`src/rtl/mul_unit.sv`:
```
// mul_unit: iterative shift-add multiplier for RV32M MUL/MULH/MULHSU/MULHU.
//
// Operands are converted to magnitudes at acceptance, multiplied unsigned
// STEP_BITS multiplier bits per cycle into a 2*WORD_W accumulator, and the
// sign is restored when the DONE state is entered.
//
// Ports:
//   clk     in   rising-edge clock
//   nrst    in   asynchronous active-low reset
//   start   in   request; a, b, funct3 sampled when accepted (IDLE or DONE)
//   flush   in   abort in-flight op; wins over start in the same cycle
//   funct3  in   3'b000 MUL, 3'b001 MULH, 3'b010 MULHSU, 3'b011 MULHU
//                (other codes behave as MULHU)
//   a, b    in   rs1 / rs2 values
//   busy    out  high while in BUSY
//   done    out  one-cycle pulse in DONE; result valid
//   result  out  selected WORD_W bits of the product, held until next DONE
//
// Optional feature (compile-time macro MUL_EARLY_OUT_EN):
//   when defined, BUSY ends as soon as the remaining multiplier is zero,
//   giving data-dependent latency. When undefined, latency is fixed.

module mul_unit #(
  parameter int WORD_W    = 32,
  parameter int STEP_BITS = 1
) (
  input  logic              clk,
  input  logic              nrst,
  input  logic              start,
  input  logic              flush,
  input  logic [2:0]        funct3,
  input  logic [WORD_W-1:0] a,
  input  logic [WORD_W-1:0] b,
  output logic              busy,
  output logic              done,
  output logic [WORD_W-1:0] result
);

  localparam int N     = WORD_W / STEP_BITS;
  localparam int CNT_W = (N > 1) ? $clog2(N) : 1;
  localparam int ACC_W = 2 * WORD_W;

  localparam logic [2:0] F3_MUL    = 3'b000;
  localparam logic [2:0] F3_MULH   = 3'b001;
  localparam logic [2:0] F3_MULHSU = 3'b010;

  typedef enum logic [1:0] {
    IDLE = 2'd0,
    BUSY = 2'd1,
    DONE = 2'd2
  } state_t;

  state_t             state;
  logic [ACC_W-1:0]   acc;
  logic [ACC_W-1:0]   mcand;
  logic [WORD_W-1:0]  mplier;
  logic [CNT_W-1:0]   cnt;
  logic               neg;
  logic               sel_lo;

  // Sum of the multiplicand shifted by each set bit of one multiplier digit.
  function automatic logic [ACC_W-1:0] partial_product(
    input logic [ACC_W-1:0]     m,
    input logic [STEP_BITS-1:0] d
  );
    logic [ACC_W-1:0] p;
    p = '0;
    for (int i = 0; i < STEP_BITS; i++) begin
      if (d[i]) p = p + (m << i);
    end
    return p;
  endfunction

  // Restore the sign of the magnitude product and pick the requested half.
  function automatic logic [WORD_W-1:0] finalize(
    input logic [ACC_W-1:0] mag,
    input logic             is_neg,
    input logic             lo_half
  );
    logic signed [ACC_W-1:0] prod;
    prod = is_neg ? -$signed(mag) : $signed(mag);
    return lo_half ? prod[WORD_W-1:0] : prod[ACC_W-1:WORD_W];
  endfunction

  // Acceptance-time operand decode.
  logic              sa, sb;
  logic [WORD_W-1:0] mag_a, mag_b;

  always_comb begin
    sa    = a[WORD_W-1] & ((funct3 == F3_MULH) | (funct3 == F3_MULHSU));
    sb    = b[WORD_W-1] & (funct3 == F3_MULH);
    mag_a = sa ? -a : a;
    mag_b = sb ? -b : b;
  end

  // One BUSY step.
  logic [ACC_W-1:0]  acc_nxt;
  logic [WORD_W-1:0] mplier_nxt;
  logic              last_step;

  always_comb begin
    acc_nxt    = acc + partial_product(mcand, mplier[STEP_BITS-1:0]);
    mplier_nxt = mplier >> STEP_BITS;
`ifdef MUL_EARLY_OUT_EN
    last_step  = (cnt == CNT_W'(N - 1)) || (mplier_nxt == '0);
`else
    last_step  = (cnt == CNT_W'(N - 1));
`endif
  end

  always_ff @(posedge clk or negedge nrst) begin
    if (!nrst) begin
      state  <= IDLE;
      busy   <= 1'b0;
      done   <= 1'b0;
      result <= '0;
      acc    <= '0;
      mcand  <= '0;
      mplier <= '0;
      cnt    <= '0;
      neg    <= 1'b0;
      sel_lo <= 1'b0;
    end else if (flush) begin
      // In-flight work is simply abandoned; result keeps its last value.
      state <= IDLE;
      busy  <= 1'b0;
      done  <= 1'b0;
    end else begin
      case (state)
        BUSY: begin
          acc    <= acc_nxt;
          mcand  <= mcand << STEP_BITS;
          mplier <= mplier_nxt;
          cnt    <= cnt + CNT_W'(1);
          if (last_step) begin
            state  <= DONE;
            busy   <= 1'b0;
            done   <= 1'b1;
            result <= finalize(acc_nxt, neg, sel_lo);
          end
        end
        default: begin
          // IDLE and DONE both accept a new request.
          if (start) begin
            state  <= BUSY;
            busy   <= 1'b1;
            done   <= 1'b0;
            acc    <= '0;
            cnt    <= '0;
            mcand  <= {{WORD_W{1'b0}}, mag_a};
            mplier <= mag_b;
            neg    <= sa ^ sb;
            sel_lo <= (funct3 == F3_MUL);
          end else begin
            state <= IDLE;
            busy  <= 1'b0;
            done  <= 1'b0;
          end
        end
      endcase
    end
  end

endmodule

```
`config.mk`:
```
export PLATFORM = sky130hd
export DESIGN_NAME = mul_unit
export DESIGN_NICKNAME = d
export VERILOG_FILES = /design/src/rtl/mul_unit.sv
export SDC_FILE = /design/constraint.sdc
export NUM_CORES = 1
export LEC_CHECK = 0
export BUFFER_PORTS_ARGS = -buffer_cell sky130_fd_sc_hd__buf_2
export CORE_UTILIZATION = 42
export DETAILED_ROUTE_END_ITERATION = 6
export SETUP_SLACK_MARGIN = 0.5
export SLEW_MARGIN = 10
export SYNTH_ARGS = -nofsm -noshare
export SYNTH_HDL_FRONTEND = slang
export SYNTH_SLANG_ARGS = --single-unit
```
`constraint.sdc`:
```
create_clock -name clk -period 6.2 [get_ports clk]
set_clock_uncertainty 0.15 [all_clocks]
set_input_delay 0.62 -clock clk [delete_from_list [all_inputs] [get_ports clk]]
set_output_delay 0.62 -clock clk [all_outputs]
set_load 0.03 [all_outputs]
```
Word level (Yosys, flattened, before mapping)
Cells that the tools add are included.
Storage, ports and cells
  word-level logic and storage cells: 55
  flip-flop bits (word level): 203
  output and inout bits: 34
  input bits: 71
Cells by class
  muxes and demuxes: 24
  add/sub/neg operators: 5
  reductions and logical operators: 5
  equality and inequality tests: 5
  bitwise gates (word level): 6
Operator list (number)
  two-way mux 64 bit: 6
  two-way mux 32 bit: 5
  adder 64 bit: 1
  negation 32 bit: 2
  negation 64 bit: 1
  two-way mux 5 bit: 2
  two-way mux 1 bit: 8
  two-way mux 2 bit: 3
  AND reduction 3 bit: 2
  adder 5 x 1 -> 5 bit, second input constant: 1
  == test 5 bit, second input constant: 1
  == test 3 x 1 -> 1 bit, second input constant: 1
  == test 3 x 2 -> 1 bit, second input constant: 1
  logical NOT 3 bit: 1
  inequality test 3 bit, second input constant: 1
  AND 1 bit: 2
  == test 2 x 1 -> 1 bit, second input constant: 1
  inverter 1 bit: 2
  AND reduction 2 bit: 1
  nonzero test 2 bit: 1
  bitwise OR 1 bit: 1
  bitwise XOR 1 bit: 1

Logic depth before layout (Yosys ltp)
Gate-level depths: netlist of run 1.
  depth after elaboration: 6
  mapped depth: 20
  depth with buffers taken out: 16

Worst setup path after synthesis of run 1
Ideal clock, no wire load.
  kind: flip-flop to flip-flop
  start: register mplier[0]
  end: register result[28]
  data required time: 5.926 ns
  clock period less this slack: 4.660 ns
  path buffers: 2
  data arrival time: 4.386 ns
  slack: 1.540 ns
  cell stages (with the launch flop): 19
  setup time: 0.124 ns
  cell sequence: dfrtp_1 > clkbuf_1 > clkbuf_1 > and2_1 > ha_1 > inv_1 > fa_1 > nand2b_2 > a211oi_4 > o2111ai_1 > a21oi_1 > mux2_2 > and4_1 > or4_1 > nor4_2 > nand4bb_4 > mux2i_1 > nor2_1 > o31a_1
Between the ends
  cells in the longest elaborated chain, start to end: 5
RTL lines
  start, declared: RTL line 56  | logic [WORD_W-1:0] mplier;
  start signal, assigned: RTL line 133  | mplier <= mplier_nxt;
  start signal, assigned: RTL line 151  | mplier <= mag_b;
  two-way mux 64 bit *: RTL line 69  | if (d[i]) p = p + (m << i);
  adder 64 bit *: RTL line 102  | acc_nxt = acc + partial_product(mcand, mplier[STEP_BITS-1:0]);
  negation 64 bit: RTL line 81  | prod = is_neg ? -$signed(mag) : $signed(mag);
  two-way mux 64 bit *: RTL line 81
  two-way mux 32 bit *: RTL line 82  | return lo_half ? prod[WORD_W-1:0] : prod[ACC_W-1:WORD_W];
  end signal, assigned: RTL line 139  | result <= finalize(acc_nxt, neg, sel_lo);
  end, declared: RTL line 36  | output logic [WORD_W-1:0] result
Every way passes the cells marked *; elsewhere a longest branch is shown, timed or not.
A chain may end at the register's enable or synchronous reset.

Final worst setup path of run 1
Ends and elaborated chain as after synthesis.

==> flow_metrics.py, run 1 <==
metrics = {
    "setup_path": {
        "crit_path_end": "result[28]$_DFFE_PN0P_",
        "cp-start-kind": "flop",
        "arrival_ps": 5740,
        "worstSetupPathType": "reg2reg",
        "reg2reg_slack_ps": 750,
        "crit_path_top_delay_cell": "or4_1",
        "path_cells": "buf_4 -> and2_1 -> ha_1 -> nand4_1 -> nor3_1 -> o2111ai_1 -> a21oi_1 -> mux2_2 -> and4_1 -> or4_1 -> nor4_2 -> nand4bb_4 -> mux2i_1 -> nor2_1 -> o31a_1",
        "r2r_start": "mplier[0]$_DFFE_PN0P_",
        "end_kind": "flop",
        "worst_path_largest_cell_delay_ps": 570,
        "rr_worst_depth": 15,
        "crit_fanout": 24,
        "r2r-end": "result[28]$_DFFE_PN0P_",
        "worstPathRequired_ps": 6490,
        "cp-startpoint": "mplier[0]$_DFFE_PN0P_",
    },
    "floorplan": {
        "rows": 73,
        "pin_count": 105,
        "die_h_um": 204,
        "fp.dieW_um": 204,
        "core-area_sq_um": 39900,
        "start_util": 0.428,
        "dieArea_sq_um": 41500,
    },
    "clock_tree": {
        "path_clk_slew_ps": 60,
        "root_buffer": "clkbuf_16",
        "cts.path.max_buffers": 3,
        "cts_setup_buffers": 0,
        "ctsHoldBuffers": 0,
        "h-tree-depth": 1,
        "cts_resized": 2,
        "clock_latency_ps": 560,
        "cts_tree": "yes",
        "cts_buffers": 27,
        "cts_sinks": 201,
    },
    "route": {
        "num_vias": 16700,
        "first_pass_iters": 6,
        "drt-wirelength-per-cell_um": 22.4,
        "remaining_drc_errors": 0,
        "drtIter0Drc": 1492,
        "viasPerCell": 6.16,
        "ant_nets": 0,
        "finalWirelength_um": 60700,
    },
    "place": {
        "place_hpwl_um": 46400,
        "post-place-cells": 2665,
        "io_buffers": 104,
        "place_area_sq_um": 18000,
        "place.gp.congestion": 0.957,
    },
    "timing": {
        "hold_viol": 15,
        "min_period_over_period": 0.879,
        "fmax_mhz": 183,
        "tightest_slew_ps": 1020,
        "setup_viol": 0,
        "drv_slew": 0,
        "rsz0062_at_grt": "no",
        "hold_ws_ps": -34.3,
        "maxSlewHeadroom": 0.319,
        "min_period_ps": 5450,
        "tns_ps": 0,
    },
    "cells_and_area": {
        "layoutNonFillerInstCount": 2714,
        "insertedDiodeCount": 0,
        "final_core_utilization": 0.476,
        "synthToLayoutAreaGrowth_pct": 11.1,
        "nets": 2309,
        "drive_above_1_share": 0.138,
        "final_area_sq_um": 19000,
    },
    "yosys": {
        "yosys.area.top_type": "dfrtp_1",
        "async_flop_share": 1.00,
        "synthTopCellsByCount": "nand2_1 (261), dfrtp_1 (201), nor2_1 (201), a21oi_1 (198), o21ai_0 (183)",
        "synth-seq-cells": 201,
        "ys_seq_area_frac": 0.294,
        "synth_top_area_frac": 0.294,
        "synth_area_leaders": "dfrtp_1 (29%), a21oi_1 (5.8%), nand2_1 (5.7%)",
        "postSynthAreaPerCell_sq_um": 8.02,
        "synth_cell_types": 123,
        "synth_cells": 2131,
        "synthesis.yosys.warnings": 0,
        "synth-main-ff-cell": "dfrtp_1",
        "synth_fp_nets": 2271,
        "syn-cell-area_sq_um": 17100,
        "yosysMostFrequentCell": "nand2_1",
        "synth_edf_count": 0,
    },
    "global_routing": {
        "grt_overflow": 0,
        "grt_use_total": 0.295,
        "grt_pass1_vias": 16100,
        "grt_max_degree": 124,
        "grt_pass1_wl_um": 95700,
        "antenna_found_initial": 0,
    },
    "worst_hold_path": {
        "min_path_type": "in2async",
    },
    "power": {
        "p_leak_uw": 0.00817,
        "power_uw": 4770,
        "combPwrFrac": 0.323,
        "p_sw_frac": 0.375,
        "p_sw_uw": 1790,
        "p_per_area_nw_per_um2": 251,
        "clockPowerShare": 0.351,
        "internal_power_uw": 2990,
        "power_frac_seq": 0.326,
        "peakVddDrop_mv": 0.241,
    },
    "run": {
        "cap_violations": 0,
    },
    "run_status": {
        "violations": "hold timing",
        "status": "finished, violations left",
    },
}
[worst max-delay path: cells and delay by family (launching register included)]
family                   cells  cell delay [ps]
buffers and inverters        1              230
adder cells (fa/ha/maj)      1              470
AND/OR/NAND/NOR              8             2480
flip-flops                   1              440
multiplexers                 2              550
AO/OA/AOI/OAI                3             1000
[power by group through the flow]
stage	Clock [uW]	Combinational [uW]	Sequential [uW]
floorplan	0	1040	1530
global placement	0	1510	1570
detailed placement	0	1520	1570
CTS	1710	1530	1550
global route	1770	1680	1570
finish	1680	1540	1550
[cells in the final DEF, fill, tap and decap left out, drive strengths merged, types with 26 or more instances in the layout]
cell / netlist / final
nand4: 53 / 53
nor3: 52 / 52
and2: 77 / 77
nand2: 265 / 265
dfrtp: 201 / 201
nand3: 36 / 36
a22o: 76 / 76
buf: 56 / 143
a21o: 37 / 37
clkbuf: 79 / 35
a31oi: 26 / 26
xor2: 58 / 58
o21ai: 209 / 209
xnor2: 52 / 52
nor2: 202 / 202
o211ai: 26 / 26
a21oi: 208 / 208
ha: 68 / 68
[worst min-delay path by stage]
stage	startpoint	end	depth (start not counted)
2_1_floorplan	nrst	acc[0]$_DFFE_PN0P_	0
3_3_place_gp	mplier[15]$_DFFE_PN0P_	mplier[15]$_DFFE_PN0P_	2
3_5_place_dp	mplier[31]$_DFFE_PN0P_	mplier[31]$_DFFE_PN0P_	2
4_1_cts	nrst	mcand[36]$_DFFE_PN0P_	1
5_1_grt	nrst	mcand[33]$_DFFE_PN0P_	1
6_report	nrst	mcand[33]$_DFFE_PN0P_	1
[state kept, by name (all words and copies together) (netlist names)]
name    cells
mcand      64
neg         1
sel_lo      1
cnt         5
state       1
mplier     32
result     32
acc        64
done        1
[per-stage QoR]
| step | hold slack, ps | worst slack [ps] |
|---|---|---|
| 2_1_floorplan | 174 | 1540 |
| 3_3_place_gp | 311 | 218 |
| 3_5_place_dp | 317 | 326 |
| 4_1_cts | 21.1 | 571 |
| 5_1_grt | 45.4 | 522 |
| 6_report | -34.3 | 749 |
[layer usage]
metal  vias up  wire length (um)  part of all wire  track usage
li1       7978                 -                 -            -
met1      8069             28100              0.46        0.420
met2       557             26900              0.44        0.458
met3       116              3460             0.057       0.0340
met4         0              2270             0.037        0.106
met5         -                 0                 0            0
[cell families after synthesis]
group / share of synthesized area
AO/OA/AOI/OAI: 0.296
XOR/XNOR: 0.0568
flip-flops: 0.294
AND/OR/NAND/NOR: 0.243
adder cells (fa/ha/maj): 0.0510
multiplexers: 0.0154
buffers and inverters: 0.0430
[layout make-up]
type	instances	area, sq um
Sequential cell	201	5030
Multi-Input combinational cell	1772	11400
Fill cell	3991	20900
Inverter	23	86.3
Tap cell	525	657
Timing Repair Buffer	144	855
Clock buffer	34	722
Clock inverter	15	224
(Power assumes the default switching activity.)
==> run 2, diff against run 1 <==
--- a/config.mk
+++ b/config.mk
@@ -5,6 +5,7 @@
 export SDC_FILE = /design/constraint.sdc
 export NUM_CORES = 1
 export LEC_CHECK = 0
+export ABC_AREA = 1
 export BUFFER_PORTS_ARGS = -buffer_cell sky130_fd_sc_hd__buf_2
 export CORE_UTILIZATION = 42
 export DETAILED_ROUTE_END_ITERATION = 6
==> run 2 against run 1 <==
Against the previous run:
- utilization is 0.30 points lower
- hold slack improved by 240 ps
- routed wire length is 22% higher
- highest routed layer is now met5
- sequential share of layout area decreased by 2.0 points
- the run now ends clean
- cell count increased by 42%
- critical path type unchanged
- combinational power grew 59%
- final area grew 8.2%
- critical path depth rose by 10
==> flow_metrics.py, run 2 <==
metrics = {
    "setup_path": {
        "worstSetupPathType": "reg2reg",
        "worstPathRequired_ps": 6490,
        "arrival_ps": 5240,
        "critPathTopFamily": "simple AND/OR/NAND/NOR gates",
        "worst_path_largest_cell_delay_ps": 1030,
        "end_kind": "flop",
        "crit_fanout": 52,
        "path_buf_inv": 4,
        "cp-start-kind": "flop",
        "reg2reg_slack_ps": 1250,
        "crit_path_top_delay_cell": "dfrtp_2",
        "path_common_cell": "nand2_1",
    },
    "yosys": {
        "syn-cell-area_sq_um": 18700,
        "yosys.area.top_type": "dfrtp_1",
        "async_flop_share": 1.00,
        "postSynthAreaPerCell_sq_um": 5.83,
        "synthTopCellsByCount": "nand2_1 (1147), inv_1 (561), nor2_1 (267), o21ai_0 (232), dfrtp_1 (201)",
        "synth-main-ff-cell": "dfrtp_1",
        "synth_cells": 3199,
        "synth_edf_count": 0,
        "synth_area_leaders": "dfrtp_1 (27%), nand2_1 (23%), inv_1 (11%)",
        "synthesis.yosys.warnings": 0,
        "synth_cell_types": 49,
        "synth-seq-cells": 201,
        "ys_seq_area_frac": 0.270,
        "synth_fp_nets": 3339,
        "yosysMostFrequentCell": "nand2_1",
        "synth_top_area_frac": 0.270,
    },
    "place": {
        "post-place-ws_ps": 1330,
        "place_hpwl_um": 59100,
        "place.gp.congestion": 1.05,
        "post-place-cells": 3820,
        "io_buffers": 104,
    },
    "timing": {
        "hold_viol": 0,
        "min_period_over_period": 0.798,
        "setup_viol": 0,
        "min_period_ps": 4950,
        "maxSlewHeadroom": 0.322,
        "hold_ws_ps": 205,
        "rsz0062_at_grt": "no",
        "tns_ps": 0,
        "fmax_mhz": 202,
        "tightest_slew_ps": 1020,
        "drv_slew": 0,
        "worst_slack_ps": 1250,
    },
    "clock_tree": {
        "cts_tree": "yes",
        "root_buffer": "clkbuf_16",
        "cts.path.max_buffers": 3,
        "cts_sinks": 201,
        "path_clk_slew_ps": 60,
        "cts_resized": 0,
        "clock_latency_ps": 580,
        "h-tree-depth": 1,
        "cts_setup_buffers": 0,
        "cts_buffers": 26,
    },
    "run": {
        "cap_violations": 0,
    },
    "route": {
        "finalWirelength_um": 73900,
        "viasPerCell": 5.30,
        "ant_nets": 0,
        "drt-wirelength-per-cell_um": 19.1,
        "remaining_drc_errors": 0,
        "first_pass_iters": 6,
        "drtIter0Drc": 1891,
        "num_vias": 20500,
    },
    "cells_and_area": {
        "synthToLayoutAreaGrowth_pct": 10.1,
        "mostFrequentLayoutCells": "nand2_1 (1146), inv_1 (561), nor2_1 (266)",
        "largestRegisters": "acc (64), mcand (64)",
        "n_fill_cell": 4764,
        "nets": 3404,
        "drive_above_1_share": 0.0860,
        "layoutNonFillerInstCount": 3865,
        "insertedDiodeCount": 0,
        "final_common_cell": "nand2_1",
    },
    "global_routing": {
        "antenna_found_initial": 1,
        "grt_pass1_vias": 19300,
        "grt_pass1_wl_um": 112000,
        "grt_overflow": 0,
        "grt_max_degree": 132,
        "grt_use_total": 0.329,
    },
    "floorplan": {
        "pin_count": 105,
        "start_util": 0.429,
        "fp.dieW_um": 213,
        "core-area_sq_um": 43500,
        "die_h_um": 213,
        "dieArea_sq_um": 45300,
        "rows": 76,
    },
    "power": {
        "power_uw": 5540,
        "peakVddDrop_mv": 0.200,
        "p_leak_uw": 0.0117,
        "p_per_area_nw_per_um2": 270,
    },
    "worst_hold_path": {
        "min_path_type": "in2reg",
    },
    "run_status": {
        "status": "completed",
    },
}
-- run 2: cell count changes in the layout (fill, tap and decap cells not counted), moves of 28 or more --
cell,delta
nand2_1,+886
inv_1,+540
nand3_1,+132
a22o_1,-74
and2_1,-70
nor2_1,+66
a21oi_1,-58
o21ai_0,+49
xor2_1,-40
xnor2_1,-39
a21o_1,-34
nand2_2,+32
o22ai_1,+29
nor2_2,+28
-- run 2: metal layers --
metal | global-route usage | vias to the layer above | part of all wire
li1 | - | 10100 | -
met1 | 0.456 | 9523 | 0.45
met2 | 0.517 | 731 | 0.43
met3 | 0.0559 | 109 | 0.083
met4 | 0.108 | 2 | 0.036
met5 | 0 | - | 0.00018
-- run 2: cell families after synthesis --
group	share of synthesized area
multiplexers	0.000537
adder cells (fa/ha/maj)	0.0467
AO/OA/AOI/OAI	0.135
buffers and inverters	0.133
XOR/XNOR	0.0150
AND/OR/NAND/NOR	0.400
flip-flops	0.270
-- run 2: worst paths after layout --
check,from,endpoint,cells past startpoint
setup / recovery,mplier[0]$_DFFE_PN0P_,result[14]$_DFFE_PN0P_,25
hold / removal,b[31],mplier[31]$_DFFE_PN0P_,3
setup reg to reg,mplier[0]$_DFFE_PN0P_,result[14]$_DFFE_PN0P_,25
hold reg to reg,mplier[8]$_DFFE_PN0P_,mplier[8]$_DFFE_PN0P_,2
max in group asynchronous,nrst,mplier[0]$_DFFE_PN0P_,3
min in group asynchronous,nrst,acc[33]$_DFFE_PN0P_,2
-- run 2: metrics by stage --
stage | util | area (sq um)
finish | 0.473 | 20500
floorplan | - | 18700
global placement | 0.454 | 19700
detailed placement | 0.454 | 19700
global route | 0.473 | 20500
CTS | 0.473 | 20500
-- run 2: report_power, final --
part / leakage (uW) / switching (uW) / internal [uW] / total [uW]
clock: 0.000384 / 637 / 807 / 1440
sequential: 0.00267 / 163 / 1480 / 1650
combinational: 0.00861 / 1780 / 669 / 2450
total: 0.0117 / 2580 / 2960 / 5540
-- run 2: layout make-up --
class / instances / area, sq um / share of cell area
Clock inverter: 9 / 78.8 / 0.00384
Tap cell: 585 / 732 / 0.0356
Sequential cell: 201 / 5030 / 0.245
Clock buffer: 35 / 714 / 0.0348
Multi-Input combinational cell: 2337 / 11200 / 0.543
Inverter: 580 / 2180 / 0.106
Timing Repair Buffer: 118 / 651 / 0.0317
-- run 2: worst reg2reg max path, cell delays in order, from the launching register on --
cell	delay (ps)
dfrtp_2	1030
nand2_1	140
inv_1	90
ha_1	230
inv_1	70
fa_1	390
inv_1	140
nand2_1	80
nand2_1	170
nand3_1	160
nand2_2	130
nand2_1	80
nand2_1	190
nand2_1	100
nand2_1	150
nand2_1	80
nand2_2	140
inv_2	90
nor2_1	120
nand2_1	90
nor2_1	220
nand3_1	160
nand2_1	160
o21ai_0	110
o21ai_1	260
nand2_1	80
-- run 2: what timing repair did --
action	CTS	global route
setup endpoints to repair	0	0
hold endpoints to repair	70	0
hold buffers	1	0
